## config.mk

```make
export PLATFORM = sky130hd
export DESIGN_NAME = sha1_pad_flat
export DESIGN_NICKNAME = d
export VERILOG_FILES = /design/src/rtl/sha1_pkg.sv /design/src/rtl/sha1_pad_if.sv /design/src/rtl/sha1_blk_buf.sv /design/src/rtl/sha1_pad.sv /design/src/flat_wrapper.sv
export SDC_FILE = /design/constraint.sdc
export NUM_CORES = 1
export LEC_CHECK = 0
export BUFFER_PORTS_ARGS = -buffer_cell sky130_fd_sc_hd__buf_2
export CAP_MARGIN = 20
export CORE_AREA = 2 2 241 243
export DETAILED_ROUTE_END_ITERATION = 10
export DIE_AREA = 0 0 243 245
export GPL_ROUTABILITY_DRIVEN = 1
export PLACE_DENSITY_LB_ADDON = 0.15
export SLEW_MARGIN = 20
export SYNTH_ARGS = -nofsm -noshare
export SYNTH_HDL_FRONTEND = slang
export SYNTH_HIERARCHICAL = 1
export SYNTH_SLANG_ARGS = --single-unit
```

## constraint.sdc

```tcl
create_clock -name clk -period 5.55 [get_ports clk]
set_input_delay 1.11 -clock clk [delete_from_list [all_inputs] [get_ports clk]]
set_output_delay 1.11 -clock clk [all_outputs]
set_load 0.05 [all_outputs]
```

## src/rtl/sha1_pkg.sv

```systemverilog
// Shared types and constants for the SHA-1 message padder and its block buffer.
package sha1_pkg;

   localparam int          BLK_WORDS = 16;
   localparam logic [31:0] PAD_WORD  = 32'h8000_0000;

   // Initial chaining value consumed by the downstream core on a message's first block.
   localparam logic [31:0] H0 = 32'h6745_2301;
   localparam logic [31:0] H1 = 32'hEFCD_AB89;
   localparam logic [31:0] H2 = 32'h98BA_DCFE;
   localparam logic [31:0] H3 = 32'h1032_5476;
   localparam logic [31:0] H4 = 32'hC3D2_E1F0;

   typedef enum logic [2:0] {
      FILL = 3'd0,
      SEND = 3'd1,
      WAIT = 3'd2,
      PAD  = 3'd3,
      LEN  = 3'd4
   } pad_state_t;

   // Final message word with n (0..4) valid bytes: keep the top n bytes and
   // append the 0x80 marker right after them.
   function automatic logic [31:0] pad_last_word(input logic [31:0] w, input logic [2:0] n);
      logic [31:0] r;
      case (n)
         3'd0:    r = PAD_WORD;
         3'd1:    r = {w[31:24], 8'h80, 16'h0000};
         3'd2:    r = {w[31:16], 8'h80, 8'h00};
         3'd3:    r = {w[31:8], 8'h80};
         default: r = w;
      endcase
      return r;
   endfunction

endpackage

```

## src/rtl/sha1_pad_if.sv

```systemverilog
// Message-in / block-out bundle between the padder, its message source and the SHA-1 core.
interface sha1_pad_if;

   // A message word transfers on a rising edge where msg_vld & msg_rdy are both high;
   // the source holds msg_data/msg_last/msg_nbytes stable while msg_vld is high and
   // msg_rdy is low. blk_vld has no back-pressure: the core takes one word per cycle.
   logic        msg_vld;
   logic [31:0] msg_data;
   logic        msg_last;
   logic [2:0]  msg_nbytes;
   logic        msg_rdy;
   logic        core_dout_vld;
   logic        blk_vld;
   logic [31:0] blk_data;
   logic        use_prec_cv;
   logic        pad_busy;

   modport master (
      output msg_vld, msg_data, msg_last, msg_nbytes, core_dout_vld,
      input  msg_rdy, blk_vld, blk_data, use_prec_cv, pad_busy
   );

   modport slave (
      input  msg_vld, msg_data, msg_last, msg_nbytes, core_dout_vld,
      output msg_rdy, blk_vld, blk_data, use_prec_cv, pad_busy
   );

endinterface

```

## src/rtl/sha1_blk_buf.sv

```systemverilog
// 16 x 32-bit block register file: one synchronous write port, one combinational read port.
module sha1_blk_buf
   import sha1_pkg::*;
(
   input  logic        clk,
   input  logic        wr_en,
   input  logic [3:0]  wr_idx,
   input  logic [31:0] wr_data,
   input  logic [3:0]  rd_idx,
   output logic [31:0] rd_data
);

   logic [31:0] mem [BLK_WORDS];

   always_ff @(posedge clk) begin
      if (wr_en) begin
         mem[wr_idx] <= wr_data;
      end
   end

   assign rd_data = mem[rd_idx];

endmodule

```

## src/rtl/sha1_pad.sv

```systemverilog
// SHA-1 message padder: packs message words into 512-bit blocks, appends the 0x80
// marker, zero fill and 64-bit bit length, and streams each block to the core.
module sha1_pad
   import sha1_pkg::*;
(
   input  logic       clk,
   input  logic       rst_n,
   sha1_pad_if.slave  bus,
   output pad_state_t state_dbg
);

   pad_state_t  state;
   logic [3:0]  wptr;
   logic [3:0]  snd_idx;
   logic [60:0] byte_cnt;
   logic        msg_done;
   logic        len_done;
   logic        pend_80;
   logic        rdy_q;
   logic        blk_vld_q;
   logic [31:0] blk_data_q;
   logic        prec_q;
   logic        busy_q;

   logic        accept;
   logic [2:0]  nb;
   logic        to_send;
   logic        wr_en;
   logic [31:0] wr_data;
   logic [3:0]  rd_idx;
   logic [31:0] rd_data;

   assign accept = bus.msg_vld & rdy_q;
   assign nb     = (bus.msg_nbytes > 3'd4) ? 3'd4 : bus.msg_nbytes;
   assign rd_idx = (state == SEND) ? snd_idx : 4'd0;

   // Every path that writes index 15 completes the block.
   assign to_send = (wptr == 4'd15) &&
                    (((state == FILL) && accept) || (state == PAD) || (state == LEN));

   always_comb begin
      wr_en   = 1'b0;
      wr_data = 32'h0;
      case (state)
         FILL: begin
            wr_en   = accept;
            wr_data = bus.msg_last ? pad_last_word(bus.msg_data, nb) : bus.msg_data;
         end
         PAD: begin
            wr_en   = 1'b1;
            wr_data = pend_80 ? PAD_WORD : 32'h0;
         end
         LEN: begin
            wr_en   = 1'b1;
            wr_data = wptr[0] ? {byte_cnt[28:0], 3'b000} : byte_cnt[60:29];
         end
         default: begin
            wr_en   = 1'b0;
            wr_data = 32'h0;
         end
      endcase
   end

   sha1_blk_buf u_buf (
      .clk     (clk),
      .wr_en   (wr_en),
      .wr_idx  (wptr),
      .wr_data (wr_data),
      .rd_idx  (rd_idx),
      .rd_data (rd_data)
   );

   always_ff @(posedge clk or negedge rst_n) begin
      if (!rst_n) begin
         state      <= FILL;
         wptr       <= 4'd0;
         snd_idx    <= 4'd0;
         byte_cnt   <= 61'd0;
         msg_done   <= 1'b0;
         len_done   <= 1'b0;
         pend_80    <= 1'b0;
         rdy_q      <= 1'b0;
         blk_vld_q  <= 1'b0;
         blk_data_q <= 32'h0;
         prec_q     <= 1'b0;
         busy_q     <= 1'b0;
      end else begin
         case (state)
            FILL: begin
               rdy_q <= 1'b1;
               if (accept) begin
                  wptr     <= wptr + 4'd1;
                  busy_q   <= 1'b1;
                  byte_cnt <= byte_cnt + (bus.msg_last ? 61'(nb) : 61'd4);
                  if (bus.msg_last) begin
                     msg_done <= 1'b1;
                     // A full final word leaves the marker for the next free slot.
                     pend_80  <= (nb == 3'd4);
                     if (wptr != 4'd15) begin
                        rdy_q <= 1'b0;
                        state <= ((wptr == 4'd13) && (nb != 3'd4)) ? LEN : PAD;
                     end
                  end
               end
            end
            PAD: begin
               pend_80 <= 1'b0;
               wptr    <= wptr + 4'd1;
               if (wptr == 4'd13) begin
                  state <= LEN;
               end
            end
            LEN: begin
               wptr <= wptr + 4'd1;
               if (wptr == 4'd15) begin
                  len_done <= 1'b1;
               end
            end
            SEND: begin
               if (snd_idx == 4'd0) begin
                  blk_vld_q  <= 1'b0;
                  blk_data_q <= 32'h0;
                  state      <= WAIT;
               end else begin
                  blk_data_q <= rd_data;
                  snd_idx    <= snd_idx + 4'd1;
               end
            end
            WAIT: begin
               if (bus.core_dout_vld) begin
                  if (len_done) begin
                     state    <= FILL;
                     rdy_q    <= 1'b1;
                     byte_cnt <= 61'd0;
                     prec_q   <= 1'b0;
                     busy_q   <= 1'b0;
                     msg_done <= 1'b0;
                     len_done <= 1'b0;
                     pend_80  <= 1'b0;
                  end else if (msg_done) begin
                     state  <= PAD;
                     prec_q <= 1'b1;
                  end else begin
                     state  <= FILL;
                     rdy_q  <= 1'b1;
                     prec_q <= 1'b1;
                  end
               end
            end
            default: begin
               state <= FILL;
            end
         endcase

         // Word 0 is presented on the first SEND cycle, so it is fetched here.
         if (to_send) begin
            state      <= SEND;
            rdy_q      <= 1'b0;
            blk_vld_q  <= 1'b1;
            blk_data_q <= rd_data;
            snd_idx    <= 4'd1;
         end
      end
   end

   assign bus.msg_rdy     = rdy_q;
   assign bus.blk_vld     = blk_vld_q;
   assign bus.blk_data    = blk_data_q;
   assign bus.use_prec_cv = prec_q;
   assign bus.pad_busy    = busy_q;
   assign state_dbg       = state;

endmodule

```

## src/flat_wrapper.sv

```systemverilog
// flat-port wrapper written by rule: the top's interface ports become plain ports
module sha1_pad_flat import sha1_pkg::*;
  (clk, rst_n, state_dbg, bus_msg_vld, bus_msg_data, bus_msg_last, bus_msg_nbytes, bus_core_dout_vld, bus_msg_rdy, bus_blk_vld, bus_blk_data, bus_use_prec_cv, bus_pad_busy);
  sha1_pad_if bus_i ();
  input  logic clk;
  input  logic rst_n;
  output pad_state_t state_dbg;
  input wire logic [$bits(bus_i.msg_vld)-1:0] bus_msg_vld;
  input wire logic [$bits(bus_i.msg_data)-1:0] bus_msg_data;
  input wire logic [$bits(bus_i.msg_last)-1:0] bus_msg_last;
  input wire logic [$bits(bus_i.msg_nbytes)-1:0] bus_msg_nbytes;
  input wire logic [$bits(bus_i.core_dout_vld)-1:0] bus_core_dout_vld;
  output wire logic [$bits(bus_i.msg_rdy)-1:0] bus_msg_rdy;
  output wire logic [$bits(bus_i.blk_vld)-1:0] bus_blk_vld;
  output wire logic [$bits(bus_i.blk_data)-1:0] bus_blk_data;
  output wire logic [$bits(bus_i.use_prec_cv)-1:0] bus_use_prec_cv;
  output wire logic [$bits(bus_i.pad_busy)-1:0] bus_pad_busy;
  assign bus_i.msg_vld = bus_msg_vld;
  assign bus_i.msg_data = bus_msg_data;
  assign bus_i.msg_last = bus_msg_last;
  assign bus_i.msg_nbytes = bus_msg_nbytes;
  assign bus_i.core_dout_vld = bus_core_dout_vld;
  assign bus_msg_rdy = bus_i.msg_rdy;
  assign bus_blk_vld = bus_i.blk_vld;
  assign bus_blk_data = bus_i.blk_data;
  assign bus_use_prec_cv = bus_i.use_prec_cv;
  assign bus_pad_busy = bus_i.pad_busy;
  sha1_pad u_core (.clk(clk), .rst_n(rst_n), .bus(bus_i), .state_dbg(state_dbg));
endmodule
```

# After elaboration in Yosys (flattened, before gate mapping)
# Memory sizes are Yosys's and may differ from the RTL's.
# Cells that the tools add are included.
# classes
reduce_logical	26
magnitude_cmp	1
n_eq_ne	26
add_sub_neg	3
n_bitwise	1
n_mux	59
# op_table
operator	n
$mux 32	6
$mux 61	3
$pmux 32 s4	1
$pmux 61 s2	1
$pmux 32 s3	1
$add 61x61->61	1
$mux 3	11
$mux 1	22
$mux 4	5
$ne 3x2->1 const B	5
$pmux 3 s5	1
$eq 3x2->1 const B	4
$pmux 1 s2	5
$reduce_and 5->1	2
$reduce_bool 2->1	5
$add 4x1->4 const B	2
$eq 4x4->1 const B	2
$ne 2x1->1 const B	4
$ne 4x4->1 const B	2
$pmux 4 s2	1
$reduce_and 2->1	4
$reduce_and 7->1	1
$eq 3x1->1 const B	2
$eq 3x3->1 const B	2
other kinds (15)	23
# word_totals
n_memories	1
mem_bits_rw	512
inputBits	40
regBits	111
# memory_table
name	words	word_bits	rd	rd_clocked_by_memory_dff	wr	line_no	text
u_core.u_buf.mem	16	32	1	0	1	sha1_blk_buf.sv:13	logic [31:0] mem [BLK_WORDS];

# Depth between registers and ports, before layout
# logic_depth
word_depth	10
mapped_depth	11
ltp_nobuf	9

# By module
# The synthesis kept the hierarchy.
# by_module_without_submodules
module	instances	cells_per_inst	area_per_inst_um2
sha1_blk_buf	1	806	19194.7
sha1_pad	1	674	6152.2

# Worst setup path after synthesis
# No wires, ideal clock.
# synth_timing
path_type	input port to flip-flop
start	input port bus_msg_vld
end	memory u_core.u_buf.mem[0][0] (enable)
setup_ns	0.461
path_slack_ns	0.815
cell_stages	5
arrival_ns	4.274
cell_sequence	a21oi_1 > o22a_1 > clkinv_1 > or3b_2 > nor3_1
# synth_between
elab_chain_cells	4
# synth_rtl
element	line_no	text
start: declaration	flat_wrapper.sv:8	input wire logic [$bits(bus_i.msg_vld)-1:0] bus_msg_vld;
$and 1x1->1	sha1_pad.sv:33	assign accept = bus.msg_vld & rdy_q;
$pmux 1 s2	sha1_pad.sv:44	case (state)
via u_core.wr_en	sha1_pad.sv:28	logic wr_en;
$mux 1	sha1_blk_buf.sv:16	if (wr_en) begin
$mux 1 (not written as such)	sha1_blk_buf.sv:17	mem[wr_idx] <= wr_data;
end: declaration	sha1_blk_buf.sv:13	
# The timed path passes the listed nets, and every way through them passes these cells.

# Worst setup path after layout
# layout_timing
start	input port bus_msg_last
end	register u_core.byte_cnt[23]
# layout_between
elab_chain_cells	4
# layout_rtl
element	line_no	text
start: declaration	flat_wrapper.sv:10	input wire logic [$bits(bus_i.msg_last)-1:0] bus_msg_last;
$mux 3	sha1_pad.sv:94	byte_cnt <= byte_cnt + (bus.msg_last ? 61'(nb) : 61'd4);
$add 61x61->61	sha1_pad.sv:94	
$mux 61	sha1_pad.sv:91	if (accept) begin
$pmux 61 s2	sha1_pad.sv:88	case (state)
end signal: assignment	sha1_pad.sv:94	
end: declaration	sha1_pad.sv:15	logic [60:0] byte_cnt;
# No other way between the ends. The select of a mux whose other input is x is not followed.
# A chain may end at the register's enable or synchronous reset.

==> flow_metrics.env <==
export IMPL_core_area_mm2=0.0570
export IMPL_hold_start="u_core/msg_done"
export IMPL_synthCells=1480
export IMPL_synth_xor_area_share_pct=0.760
export IMPL_grt_pass1_vias=14600
export IMPL_ir_drop_v=0.000358
export IMPL_rsz0062_at_grt="no"
export IMPL_wl_per_cell_um=25.1
export IMPL_io_buffers=78
export IMPL_fin_crit_sh_pct=67.7
export IMPL_grt_max_degree=78
export IMPL_rr_endpoint="u_core/byte_cnt[53]"
export IMPL_fin_skew_ns=0.0238
export IMPL_final_core_util_pct=51.1
export IMPL_fmaxAchievable_mhz=266
export IMPL_yosys_top_cells_count="edfxtp_1, mux4_2, dfrtp_1"
export IMPL_synth_compound_area_share_pct=6.54
export IMPL_overflow=0
export IMPL_vias=14000
export IMPL_cts_made_buffers=67
export IMPL_muxShareOfSynthArea_pct=12.7
export IMPL_dieArea_mm2=0.0595
export IMPL_slew_viol_final=0
export IMPL_min_period_ns=3.76
export IMPL_place_congestion=0.849
export IMPL_synthArstFlopShare_pct=17.8
export IMPL_ys_top_cells_by_area="edfxtp_1, mux4_2, dfrtp_1, a22oi_1, nand2_1"
export IMPL_tns_ns=0
export IMPL_num_fill_cells=4733
export IMPL_initial_utilization_pct=44.4
export IMPL_synth_top_family_by_area="multiplexers"
export IMPL_final_hold_viol_count=0
export IMPL_syn_num_nets=1528
export IMPL_cap_violations=0
export IMPL_yosys_cell_types_count=57
export IMPL_synth_seq_cells=623
export IMPL_drc=0
export IMPL_synthAdderAreaFrac_pct=0.425
export IMPL_yosys_area_share_simple_pct=6.31
export IMPL_clockBufferDepth=3
export IMPL_multi_input_area_mm2=0.00695
export IMPL_power_density_mw_per_mm2=485
export IMPL_fin_cells=2424
export IMPL_die_y_um=245
export IMPL_dp_hpwl_um=35400
export IMPL_yosysTopAreaCellShare_pct=60.7
export IMPL_wl_um=60900
export IMPL_cp_max_fo=33
export IMPL_yosysMostFrequentCell="edfxtp_1"
export IMPL_viasPerCell=5.79
export IMPL_synthFlopType="edfxtp_1"
export IMPL_yosysSeqAreaShare_pct=71.6
export IMPL_fin_nets=1653
export IMPL_design_area_mm2=0.0291
export IMPL_place_inst=2301
export IMPL_drt_iter0_drc=1186
export IMPL_grt_pass1_wl_um=91900
export IMPL_cts_resized=0
export IMPL_min_path_type="reg -> reg"
export IMPL_die_w_um=243
export IMPL_syn_cell_area_mm2=0.0253
export IMPL_area_growth_syn_to_layout_pct=15.0
export IMPL_ioPinCount=79
export IMPL_rrSetupSlack_ns=1.93
export IMPL_grt_use_total_pct=20.8
export IMPL_cts_sinks=623
export IMPL_crit_type="in -> reg"
export IMPL_min_to="u_core/msg_done"
export IMPL_avgSynthCellArea_um2=17.1
export IMPL_synth_edf_count=512
export IMPL_register_area_mm2=0.0182
export IMPL_synth_top_cell_by_area="edfxtp_1"
export IMPL_postRouteAntennaNets=0
export IMPL_reg2reg_from="u_core/state_dbg[2]"
export IMPL_end_kind="flip-flop"
export IMPL_place_area_mm2=0.0270
export IMPL_post_cts_setup_buffers=0
export IMPL_yosys_warnings=6
export IMPL_p_leak_uw=0.00984
export IMPL_worstSkewPairLatency_ns=0.61
export IMPL_setup_viol=0
export IMPL_drive_gt1_share_pct=24.6
export IMPL_h_tree_depth=3
export IMPL_diodes=0
export IMPL_status="completed"
export IMPL_reg2reg_depth=5
export IMPL_holdPathStages=1
export IMPL_antenna_found_initial=0
export IMPL_crit_required_ns=6.07
export IMPL_fp_row_count=88
export IMPL_arrival_ns=4.28
export IMPL_cts_tree="yes"
export IMPL_hold_buffers=0
export IMPL_clockRootBuffer="clkbuf_16"
export IMPL_critPathLaunchType="primary input"
export IMPL_dr_pass1_iters=5
export IMPL_slew_headroom_pct=27.2
export IMPL_clkTransAtPathRegs_ns=0.06
export IMPL_worst_slew_pin_slew_ns=1.09
## cell usage in the layout, fill, tap and decap left out, types with 21 or more instances in the layout
cell type / n
edfxtp_1: 512
mux4_2: 128
dfrtp_1: 110
nand2_1: 102
buf_2: 77
clkbuf_16: 69
a22oi_1: 64
o21ai_0: 59
buf_4: 58
a21oi_1: 48
nor2_1: 42
a22o_1: 38
nand3_1: 32
mux2i_1: 29
nand4_1: 21
## worst max path at each step
stage / startpoint / endpoint / cells after the start
after floorplan: bus_msg_vld / u_core/u_buf/mem[0][0] / 5
after global placement: bus_msg_nbytes[2] / u_core/byte_cnt[23] / 9
after detailed placement: bus_msg_nbytes[2] / u_core/byte_cnt[23] / 9
after CTS: bus_msg_last / u_core/byte_cnt[23] / 9
after global routing: bus_msg_last / u_core/byte_cnt[49] / 9
final: bus_msg_last / u_core/byte_cnt[23] / 9
## routing by layer
layer	vias to the layer above	GRT usage [%]	routed length [µm]
li1	6237	-	-
met1	7338	28.7	26700
met2	384	34.5	29900
met3	74	2.96	3020
met4	0	6.53	1230
met5	-	0	0
## critical path, cell delays in order
cell     delay [ns]
buf_2          0.10
nor2b_1        0.41
and2_1         0.25
ha_1           0.24
a21o_1         0.18
a21oi_1        0.71
or4_1          0.86
o21ai_0        0.23
a21oi_1        0.17
## where the power goes
part	leakage (µW)	total, µW	switching (µW)	internal, µW
Combinational	0.00261	3710	2410	1300
Clock	0.00105	4320	1820	2510
Sequential	0.00619	6110	241	5870
## stage by stage
step	hold slack (ns)	setup WS (ns)	power, µW
2_1_floorplan	0.451	0.815	8710
3_3_place_gp	0.464	1.36	9910
3_5_place_dp	0.467	1.28	9980
4_1_cts	0.480	1.91	14300
5_1_grt	0.508	1.58	14800
6_report	0.477	1.79	14100
## cell families (layout without fill, tap and decap cells)
| kind of cell | Yosys count | count (layout) |
|---|---|---|
| flops | 623 | 623 |
| simple gates | 317 | 317 |
| mux | 160 | 160 |
| fa+ha+maj | 8 | 8 |
| compound gates | 250 | 250 |
| xor+xnor | 22 | 22 |
| buf+inv | 100 | 279 |
## sequential cells by signal, indices dropped and copies added, names as in the netlist, 3 cells and up
| name | cells |
|---|---|
| u_core/wptr | 4 |
| u_core/u_buf/mem | 512 |
| u_core/state_dbg | 3 |
| u_core/byte_cnt | 61 |
| u_core/bus.blk_data | 32 |
| u_core/snd_idx | 4 |
## cell type report
type                       instances  area share [%]
multi-input combinational        757            23.9
tap                              765            3.28
clock inverter                    26           0.726
clock buffer                      97            6.56
sequential                       623            62.3
timing repair buffer             139            3.06
inverter                          17           0.219
Power figures use the tool's default switching activity.
